===== config.mk =====
export PLATFORM = sky130hd
export DESIGN_NAME = imm_gen_pipe
export DESIGN_NICKNAME = d
export VERILOG_FILES = /design/src/rtl/imm_gen_pipe.sv
export SDC_FILE = /design/constraint.sdc
export NUM_CORES = 1
export LEC_CHECK = 0
export ABC_AREA = 1
export CAP_MARGIN = 20
export CORE_UTILIZATION = 35
export CTS_CLUSTER_DIAMETER = 120
export DETAILED_ROUTE_END_ITERATION = 16
export GPL_ROUTABILITY_DRIVEN = 0
export PLACE_DENSITY = 0.63
export SLEW_MARGIN = 20
export SYNTH_ARGS = -nofsm -noshare
export SYNTH_HDL_FRONTEND = slang
export SYNTH_SLANG_ARGS = --single-unit

===== constraint.sdc =====
create_clock -name clk -period 1.36 [get_ports clk]
set_input_delay 0.204 -clock clk [delete_from_list [all_inputs] [get_ports clk]]
set_output_delay 0.204 -clock clk [all_outputs]
set_load 0.05 [all_outputs]

===== src/rtl/imm_gen_pipe.sv =====
// Pipelined RV32I immediate generator for the ID stage.
// Decodes I/S/B/U/J and CSR zimm immediates, sign-extends them to XLEN, and carries a tag through a one-deep output register backed by a skid register.
module imm_gen_pipe #(
    parameter int XLEN  = 32,
    parameter int TAG_W = 8
) (
    input  logic             clk,
    input  logic             rst,
    input  logic             in_valid,
    output logic             in_ready,
    input  logic [31:0]      instr,
    input  logic [2:0]       imm_sel,
    input  logic [TAG_W-1:0] in_tag,
    output logic             out_valid,
    input  logic             out_ready,
    output logic [XLEN-1:0]  out_imm,
    output logic             out_err,
    output logic [TAG_W-1:0] out_tag
);

    typedef enum logic [2:0] {
        SEL_I = 3'd0,
        SEL_S = 3'd1,
        SEL_B = 3'd2,
        SEL_U = 3'd3,
        SEL_J = 3'd4,
        SEL_Z = 3'd5
    } imm_sel_e;

    logic [31:0]      imm_raw;
    logic             dec_err;
    logic [XLEN-1:0]  dec_imm;

    logic             or_valid_reg, or_valid_next;
    logic [XLEN-1:0]  or_imm_reg,   or_imm_next;
    logic             or_err_reg,   or_err_next;
    logic [TAG_W-1:0] or_tag_reg,   or_tag_next;

    logic             sk_valid_reg, sk_valid_next;
    logic [XLEN-1:0]  sk_imm_reg,   sk_imm_next;
    logic             sk_err_reg,   sk_err_next;
    logic [TAG_W-1:0] sk_tag_reg,   sk_tag_next;

    logic             in_ready_reg;
    logic             accept;
    logic             or_free;

    // Opcode bits never contribute to any immediate.
    logic unused_opcode;
    assign unused_opcode = ^instr[6:0];

    always_comb begin
        imm_raw = 32'd0;
        dec_err = 1'b0;
        case (imm_sel)
            SEL_I:   imm_raw = {{20{instr[31]}}, instr[31:20]};
            SEL_S:   imm_raw = {{20{instr[31]}}, instr[31:25], instr[11:7]};
            SEL_B:   imm_raw = {{19{instr[31]}}, instr[31], instr[7], instr[30:25],
                                instr[11:8], 1'b0};
            SEL_U:   imm_raw = {instr[31:12], 12'd0};
            SEL_J:   imm_raw = {{11{instr[31]}}, instr[31], instr[19:12], instr[20],
                                instr[30:21], 1'b0};
            SEL_Z:   imm_raw = {27'd0, instr[19:15]};
            default: dec_err = 1'b1;
        endcase
    end

    // Bits above 31 replicate bit 31; zimm and illegal results have it clear already.
    generate
        for (genvar gi = 0; gi < XLEN; gi++) begin : g_sext
            if (gi < 32) begin : g_low
                assign dec_imm[gi] = imm_raw[gi];
            end else begin : g_high
                assign dec_imm[gi] = imm_raw[31];
            end
        end
    endgenerate

    // Ready comes from a flop; only reset masks it so nothing is taken during reset.
    assign in_ready = in_ready_reg & ~rst;
    assign accept   = in_valid & in_ready;
    assign or_free  = ~or_valid_reg | out_ready;

    always_comb begin
        or_valid_next = or_valid_reg;
        or_imm_next   = or_imm_reg;
        or_err_next   = or_err_reg;
        or_tag_next   = or_tag_reg;
        sk_valid_next = sk_valid_reg;
        sk_imm_next   = sk_imm_reg;
        sk_err_next   = sk_err_reg;
        sk_tag_next   = sk_tag_reg;
        if (or_free) begin
            // A held skid entry is always older than anything new, and ready is low while it is held.
            if (sk_valid_reg) begin
                or_valid_next = 1'b1;
                or_imm_next   = sk_imm_reg;
                or_err_next   = sk_err_reg;
                or_tag_next   = sk_tag_reg;
                sk_valid_next = 1'b0;
            end else if (accept) begin
                or_valid_next = 1'b1;
                or_imm_next   = dec_imm;
                or_err_next   = dec_err;
                or_tag_next   = in_tag;
            end else begin
                or_valid_next = 1'b0;
            end
        end else if (accept) begin
            sk_valid_next = 1'b1;
            sk_imm_next   = dec_imm;
            sk_err_next   = dec_err;
            sk_tag_next   = in_tag;
        end
    end

    always_ff @(posedge clk) begin
        if (rst) begin
            or_valid_reg <= 1'b0;
            or_imm_reg   <= '0;
            or_err_reg   <= 1'b0;
            or_tag_reg   <= '0;
            sk_valid_reg <= 1'b0;
            sk_imm_reg   <= '0;
            sk_err_reg   <= 1'b0;
            sk_tag_reg   <= '0;
            in_ready_reg <= 1'b1;
        end else begin
            or_valid_reg <= or_valid_next;
            or_imm_reg   <= or_imm_next;
            or_err_reg   <= or_err_next;
            or_tag_reg   <= or_tag_next;
            sk_valid_reg <= sk_valid_next;
            sk_imm_reg   <= sk_imm_next;
            sk_err_reg   <= sk_err_next;
            sk_tag_reg   <= sk_tag_next;
            in_ready_reg <= ~sk_valid_next;
        end
    end

    assign out_valid = or_valid_reg;
    assign out_imm   = or_imm_reg;
    assign out_err   = or_err_reg;
    assign out_tag   = or_tag_reg;

endmodule


==> flow_summary.ini <==
[outcome]
outcome = finished, final reports clean

[timing]
grt_setup_unrepaired = false
hold_viol = 0
finalCritPeriodShare_pct = 92.6
final.min_clock_period_ns = 1.26
fmax_mhz = 794
whs_ns = 0.355
slew_headroom_pct = 78.3
finClkSkew_ns = 0.00993
fin_ws_ns = 0.101
setup_violations = 0
slew_violations = 0
worstMarginPinSlew_ns = 0.325

[placed_design]
port-buffer-count = 82
dpl_worst_slack_ns = -0.295
hpwl_um = 7620

[worst_hold_path]
hp-class = in -> reg
hold_path.startpoint = imm_sel[1]

[worst_setup_path]
crit_start = in_valid
critPathArrivalTime_ns = 1.53
cpPeakStageDelay_ns = 0.53
worstSetupStartpointType = input port
cp_max_fo = 20
cp_data_required_time_ns = 1.63
r2r-start = in_ready_reg
critPathCaptureType = register
path_delay_family = buffers and inverters
cp_slowest_cell = clkdlybuf4s50_1
path_class = in -> reg
critical_path_buf_inv_count = 3
path_cells = clkdlybuf4s50_1 > nand3_4 > nor2_4 > buf_4 > buf_12 > o21ai_0 > a31oi_1

[yosys]
synth_area_per_cell_um2 = 6.63
synth_edf_count = 0
synth_seq_cells = 85
ys_async_sr_fraction_pct = 0
ys_seq_area_share_pct = 43.1
synthCells = 595
netlist_area_um2 = 3940
ys.warnings.count = 0
synth_top_flop_cell = dfxtp_1
ys_types = 23
synth.net_count = 642

[global_routing]
grt_overflow = 0
antenna_found_initial = 0
grt_max_degree = 52
track_usage_pct = 19.3
grt_pass1_vias = 3822
grt_pass1_wl_um = 17700

[power_and_ir_drop]
p_leak_nw = 2.73
peakVddDrop_v = 0.000556
p_per_area_nw_per_um2 = 1040

[drt]
via_count = 4034
drt_pre_antenna_iters = 4
vias_per_cell = 4.87
drc = 0
wl_per_cell_um = 13.2
ant_nets = 0
wirelength_um = 10900
dr.first_iter.drc_count = 187

[clock_tree]
ctsLongestPathBuffers = 2
cts_sinks = 85
clk_latency_ns = 0.35
htreeDepth = 3
clk_pin_slew_ns = 0.08
numCtsBuffers = 9
cts_tree = built
cts_root_buf = clkbuf_8

[final_layout]
n_antenna_cell = 0
syn_to_final_growth_pct = 45.4
n_fill_cell = 1032
final_net_count = 732
drive_above_1_share_pct = 16.1

[run]
cap_violations = 0

[floorplan]
start_util_pct = 36.2
die_x_um = 108
dieArea_um2 = 11700
num_io_pins = 90
core_area_um2 = 10900
rows = 38
die_h_um = 108
worst paths after layout:
check              endpoint  slack, ns  cells after the start
max          sk_imm_reg[29]       0.10                      7
min              sk_err_reg       0.36                      4
max reg2reg  sk_imm_reg[29]       0.13                      6
min reg2reg   sk_tag_reg[3]       0.53                      2
kinds of logic after synthesis:
logic type | share of synthesized area (%)
AND/OR/NAND/NOR | 29.9
buffers and inverters | 10.4
flip-flops | 43.1
AO/OA/AOI/OAI | 16.6
repair_timing:
| action | CTS | global route |
|---|---|---|
| cloned | 0 | 1 |
| resized for setup | 2 | 9 |
| pin swaps | 0 | 1 |
| buffers inserted | 0 | 2 |
| endpoints found under the setup margin | 1 | 19 |
| endpoints found under the hold margin | 0 | 0 |
| hold buffers | 0 | 0 |
final cells by class:
| type | count | area, um2 | area share [%] |
|---|---|---|---|
| Clock buffer | 10 | 138 | 2.40 |
| Clock inverter | 5 | 60.1 | 1.05 |
| Inverter | 52 | 203 | 3.53 |
| Multi-Input combinational cell | 420 | 1850 | 32.2 |
| Sequential cell | 85 | 1700 | 29.7 |
| Tap cell | 140 | 175 | 3.05 |
| Timing Repair Buffer | 117 | 1610 | 28.1 |
per-stage QoR:
stage	area, um2	power (W)	instances	TNS, ns	util [%]
finish	5740	0.00598	829	0	52.7
global route	5740	0.00627	829	0	52.7
CTS	5670	0.00604	826	0	52.1
detailed placement	5470	0.00423	811	-19.49	50.2
global placement	5470	0.00421	811	-16.49	50.2
floorplan	3950	0.00350	595	0	-
cell usage after synthesis (4+ instances only):
master	n	area, um2
buf_2	10	50.1
dfxtp_1	85	1700
a31oi_1	12	75.1
buf_6	5	56.3
nand4_1	4	25.0
nand3_1	15	75.1
clkbuf_1	16	60.1
nand2_2	6	37.5
inv_1	48	180
buf_4	4	30.0
nor2_1	89	334
a21oi_1	59	295
nand2_1	173	649
o21ai_0	54	270
power breakdown:
part,internal [W],switching [W]
clock,0.000896,0.000905
sequential,0.00260,0.000116
combinational,0.000673,0.000786
total,0.00417,0.00181
layout by cell type, fill, tap and decap left out, types with 2 or more instances in the layout:
| master | count |
|---|---|
| a21oi_1 | 59 |
| a31oi_1 | 12 |
| buf_12 | 48 |
| buf_4 | 26 |
| buf_6 | 3 |
| clkbuf_8 | 10 |
| clkdlybuf4s50_1 | 36 |
| dfxtp_1 | 83 |
| dfxtp_2 | 2 |
| dlymetal6s2s_1 | 2 |
| inv_1 | 48 |
| inv_2 | 2 |
| inv_6 | 2 |
| nand2_1 | 172 |
| nand2_2 | 7 |
| nand3_1 | 15 |
| nand4_1 | 4 |
| nor2_1 | 88 |
| o21ai_0 | 54 |
| o21ai_1 | 3 |
per-layer routing:
metal	track usage (%)	share of wire, %	up-vias
met5	0	0	-
met4	5.28	0.91	0
met3	3.98	4.8	9
met2	34.0	48	113
met1	23.5	46	1857
li1	-	-	2055
worst reg2reg max path: cells and delay by family (launching register included):
kind	cells	cell delay, ns
AOI/OAI and AO/OA	2	0.25
buffers and inverters	2	0.31
DFF	1	0.36
and+or+nand+nor	2	0.21
Power figures use the tool's default switching activity.
